File: src/rtl/dmem_port_arbiter.sv
// Round-robin arbiter for two word-wide requesters in front of a byte-wide data memory.
// Each aligned word access is sequenced as four little-endian byte beats, then acked for one cycle.
module dmem_port_arbiter #(
  parameter int ADDR_W = 32,
  parameter int BEATS  = 4
) (
  input  logic              clk,
  input  logic              reset,
  input  logic              r0_req,
  input  logic              r0_we,
  input  logic [ADDR_W-1:0] r0_addr,
  input  logic [31:0]       r0_wdata,
  output logic              r0_ack,
  output logic [31:0]       r0_rdata,
  input  logic              r1_req,
  input  logic              r1_we,
  input  logic [ADDR_W-1:0] r1_addr,
  input  logic [31:0]       r1_wdata,
  output logic              r1_ack,
  output logic [31:0]       r1_rdata,
  output logic              err,
  output logic [ADDR_W-1:0] mem_address,
  output logic [7:0]        mem_data_in,
  input  logic [7:0]        mem_data_out,
  output logic              mem_read,
  output logic              mem_write,
  output logic              busy,
  output logic              grant_id
);

  typedef enum logic [1:0] {IDLE, BEAT, RESP} state_t;

  localparam logic [1:0] LAST_BEAT = 2'(BEATS - 1);

  state_t              state_q, state_d;
  logic [1:0]          beat_q;
  logic                last_grant_q, grant_id_q, we_q, err_q;
  logic [ADDR_W-3:0]   word_q;
  logic [31:0]         wdata_q;
  logic [23:0]         rbuf_q;
  logic [31:0]         r0_rdata_q, r1_rdata_q;

  // Arbitration: a lone request wins; on a tie the requester not granted last time wins.
  logic              any_req, pick, sel_we, sel_mis;
  logic [ADDR_W-1:0] sel_addr;
  logic [31:0]       sel_wdata;

  always_comb begin
    any_req   = r0_req | r1_req;
    pick      = (r0_req && r1_req) ? ~last_grant_q : r1_req;
    sel_we    = pick ? r1_we    : r0_we;
    sel_addr  = pick ? r1_addr  : r0_addr;
    sel_wdata = pick ? r1_wdata : r0_wdata;
    sel_mis   = (sel_addr[1:0] != 2'b00);
  end

  // NOTE: every signal assigned in always_comb gets a default first so no latch is inferred.
  always_comb begin
    state_d = state_q;
    case (state_q)
      IDLE: if (any_req) state_d = sel_mis ? RESP : BEAT;
      BEAT: if (beat_q == LAST_BEAT) state_d = RESP;
      RESP: state_d = IDLE;
      default: state_d = IDLE;
    endcase
  end

  always_comb begin
    mem_read    = 1'b0;
    mem_write   = 1'b0;
    mem_address = '0;
    mem_data_in = 8'h00;
    if (state_q == BEAT) begin
      mem_read    = ~we_q;
      mem_write   = we_q;
      mem_address = {word_q, beat_q};
      if (we_q) begin
        case (beat_q)
          2'd0:    mem_data_in = wdata_q[7:0];
          2'd1:    mem_data_in = wdata_q[15:8];
          2'd2:    mem_data_in = wdata_q[23:16];
          default: mem_data_in = wdata_q[31:24];
        endcase
      end
    end
  end

  assign busy     = (state_q == BEAT) || (state_q == RESP);
  assign r0_ack   = (state_q == RESP) && !grant_id_q;
  assign r1_ack   = (state_q == RESP) &&  grant_id_q;
  assign err      = (state_q == RESP) && err_q;
  assign grant_id = grant_id_q;
  assign r0_rdata = r0_rdata_q;
  assign r1_rdata = r1_rdata_q;

  // NOTE: sequential state uses non-blocking assignments so all registers update from pre-edge values.
  always_ff @(posedge clk) begin
    if (!reset) begin
      state_q      <= IDLE;
      beat_q       <= 2'd0;
      last_grant_q <= 1'b1;
      grant_id_q   <= 1'b0;
      we_q         <= 1'b0;
      err_q        <= 1'b0;
      word_q       <= '0;
      wdata_q      <= '0;
      rbuf_q       <= '0;
      r0_rdata_q   <= '0;
      r1_rdata_q   <= '0;
    end else begin
      state_q <= state_d;
      case (state_q)
        IDLE: begin
          if (any_req) begin
            grant_id_q   <= pick;
            last_grant_q <= pick;
            we_q         <= sel_we;
            word_q       <= sel_addr[ADDR_W-1:2];
            wdata_q      <= sel_wdata;
            err_q        <= sel_mis;
            beat_q       <= 2'd0;
            if (sel_mis) begin
              if (pick) r1_rdata_q <= '0;
              else      r0_rdata_q <= '0;
            end
          end
        end
        BEAT: begin
          beat_q <= beat_q + 2'd1;
          case (beat_q)
            2'd0: rbuf_q[7:0]   <= mem_data_out;
            2'd1: rbuf_q[15:8]  <= mem_data_out;
            2'd2: rbuf_q[23:16] <= mem_data_out;
            default: begin
              // Final byte comes straight from the memory so the word is complete in RESP.
              if (grant_id_q) r1_rdata_q <= we_q ? 32'h0 : {mem_data_out, rbuf_q};
              else            r0_rdata_q <= we_q ? 32'h0 : {mem_data_out, rbuf_q};
            end
          endcase
        end
        default: ;
      endcase
    end
  end

endmodule

File: config.mk
export PLATFORM = sky130hd
export DESIGN_NAME = dmem_port_arbiter
export DESIGN_NICKNAME = d
export VERILOG_FILES = /design/src/rtl/dmem_port_arbiter.sv
export SDC_FILE = /design/constraint.sdc
export NUM_CORES = 1
export LEC_CHECK = 0
export ABC_AREA = 1
export BUFFER_PORTS_ARGS = -buffer_cell sky130_fd_sc_hd__buf_2
export CAP_MARGIN = 5
export CORE_MARGIN = 10
export CORE_UTILIZATION = 54
export DETAILED_ROUTE_END_ITERATION = 12
export PLACE_DENSITY_LB_ADDON = 0.05
export SYNTH_ARGS = -nofsm -noshare
export SYNTH_HDL_FRONTEND = slang
export SYNTH_SLANG_ARGS = --single-unit
export TNS_END_PERCENT = 20
File: constraint.sdc
create_clock -name clk -period 3.4 [get_ports clk]
set_input_delay 0.34 -clock clk [delete_from_list [all_inputs] [get_ports clk]]
set_output_delay 0.34 -clock clk [all_outputs]
set_load 0.01 [all_outputs]
==> results.tsv <==
metric	value	unit
CP Class	flop to output port	
Synth Warn #	0	
Crit. End Element	output port	
vias in the first global route	7049	
Slew @ Worst Pin	0.747	ns
outcome	complete, no violations	
gr usage total	0.236	
Mapped Avg Cell Area	6.80	um2
crit-path max cell delay	0.40	ns
met1 global-route usage	0.277	
Final Non-Filler Cells	1443	
# rows	41	
Placed Area	0.00840	mm2
Post-synth top flop	dfxtp_1	
hold crit path type	input pin to flop	
max_cap viols	0	
largest net degree at the start of global routing	97	
Filler cells	1115	
PD cells	840	mW/mm2
RSZ-0062 raised after global routing	false	
Worst Path Max Fanout	41	
total clock sinks	158	
Seq cells post-synth	158	
global route hottest layer	met2	
max_slew headroom	0.502	
fin util	0.706	
hpwl dp	15.7	mm
root buffer cell	clkbuf_16	
total CTS buffers	17	
Area growth syn-to-layout	26.1	%
Reg area	0.00316	mm2
syn_nets	1201	
Most Frequent Cell on Critical Path	inv_1	
Core Box Area	0.0128	mm2
critical path required time	3.06	ns
die extent in y	135	um
postcts setup bufs	0	
multi-input logic area	0.00336	mm2
CP arrival	2.29	ns
Die X	135	um
total grt overflow	0	
antenna-violating nets left	0	
Vias/cell	5.16	
# DRC	0	
Max clock buf depth	2	
Cells after Synth	1052	
Slew Viols, Final	0	
Setup Viol. Count Final	0	
post_cts resized	0	
# port buffers	252	
final instance area	0.00902	mm2
DRT Pass-1 Iters	5	
M3 GR Usage	0.0942	
CTS HTree Levels	4	
Vias	7441	
initial antenna violation count	2	
leakage	4.68	nW
Synth top area share	0.442	
# hold bufs at CTS	0	
worst-skew pair later-pin latency	0.43	ns
first-pass GRT wire length	35.2	mm
CP Cell Sequence	inv_1 -> ha_1 -> buf_4 -> nand2_1 -> inv_1 -> o21ai_0 -> a31oi_1 -> buf_2	
# IOs	253	
Post-synth EDFFs	0	
CTS tree	done	
Yosys top cell by area	dfxtp_1	
met2 usage	0.376	
Routed WL	22.3	mm
Synth top cells by count	305 x nand2_1, 158 x dfxtp_1, 121 x nor2_1, 99 x o21ai_0, 77 x inv_1	
crit path launch type	flop	
Unique masters post-synth	25	
main area contributors after synthesis	dfxtp_1 44%, nand2_1 16%, o21ai_0 6.9%, nor2_1 6.4%, a31oi_1 6.3%	
post-synthesis cell area	0.00715	mm2
register area share after synthesis	0.442	
WP buf/inv	4	
DRT iter0 DRCs	728	
post-route minimum period	2.63	ns
Total Power	7.58	mW
FMAX	381	MHz
Final nets	1404	
share of cells above drive strength 1	0.240	
CTS clk-pin slew, worst paths	0.06	ns
dpl cells	1408	
final hold vios	0	
Max IR drop VDD	0.356	mV
GPL Wtd Cong	0.850	
Top Family by Delay on Critical Path	buffers and inverters	
routed len/inst	15.4	um
Starting Density	0.560	
most numerous cell in the Yosys netlist	nand2_1	
clk_skew	0.00612	ns
asr flop ratio synth	0	
final period utilization	0.772	
total die area	0.0182	mm2
Slowest-stage cell, CP	buf_4	
Final TNS setup	0	ns
-- layout by cell type (no fill, tap or decap) --
cell type   synthesis  routed
a21o_1              1       1
a21oi_1            67      67
a21oi_4             1       1
a22oi_1             1       1
a31oi_1            72      72
buf_12              0       2
buf_2              27     251
buf_4               2       8
bufinv_16           0       3
clkbuf_1           37       1
clkbuf_16           0      17
clkbuf_8            0       2
clkinv_1            3       3
clkinv_2            0       2
clkinv_4            0       3
clkinvlp_4          0       2
dfxtp_1           158     158
diode_2             0       3
ha_1                7       7
inv_1              77      77
inv_2               1       1
inv_6               0       2
nand2_1           305     304
nand2_2             2       3
nand2_4             1       1
nand3_1            52      52
nand3_4             0       1
nor2_1            121     119
nor2_2              0       1
nor2_4              2       3
nor3_1              3       3
o21ai_0            99      99
or2_2               1       1
-- worst min-delay path, delay by kind of cell --
kind                   cells  cell delay [ns]
buffers and inverters      1             0.09
AO/OA/AOI/OAI              1             0.07
AND/OR/NAND/NOR            1             0.05
-- per-layer routing --
layer / part of all wire / up-vias
met5: 0.00058 / -
met4: 0.024 / 2
met1: 0.41 / 3305
met3: 0.090 / 45
met2: 0.47 / 264
li1: - / 3825
-- power breakdown --
| part | internal (mW) | switching [mW] | leakage, nW | total, mW |
|---|---|---|---|---|
| sequential | 2.46 | 0.309 | 1.30 | 2.77 |
| combinational | 1.02 | 1.82 | 3.08 | 2.84 |
| clock | 1.20 | 0.773 | 0.297 | 1.97 |
-- logic make-up after synthesis --
| family | after synthesis | share of synthesized area |
|---|---|---|
| AOI/OAI and AO/OA | 241 | 0.184 |
| adders and majority gates | 7 | 0.0123 |
| buffers and inverters | 158 | 0.0908 |
| DFF | 158 | 0.442 |
| and+or+nand+nor | 488 | 0.271 |
-- sequential cells by signal, indices dropped and copies added (netlist names) --
register,count
err_q,1
state_q,2
wdata_q,32
rbuf_q,24
last_grant_q,1
r0_rdata,32
r1_rdata,32
we_q,1
word_q,30
grant_id,1
beat_q,2
-- stage by stage --
stage                     setup slack, ns  hold WS, ns
after detailed placement             1.03        0.466
final                               0.774        0.169
after CTS                           0.806        0.160
after floorplan                      1.60        0.455
after global placement               1.07        0.454
after global routing                0.590        0.177
-- final cells by class --
class	count	share of cell area
inverter	81	0.0337
clock inverter	12	0.0176
clock buffer	20	0.0506
antenna	3	0.000832
timing repair buffer	261	0.150
multi-input combinational	736	0.372
tap	172	0.0239
sequential	158	0.351
-- worst paths after layout --
| check | from | endpoint | slack [ns] | cells past startpoint |
|---|---|---|---|---|
| setup / recovery | state_q[1] | mem_data_in[1] | 0.77 | 8 |
| hold / removal | r1_addr[10] | word_q[8] | 0.17 | 3 |
| setup reg to reg | beat_q[0] | r0_rdata[2] | 0.98 | 10 |
| hold reg to reg | r1_rdata[21] | r1_rdata[21] | 0.47 | 2 |
Note: power is estimated with default switching activity, not from simulation.
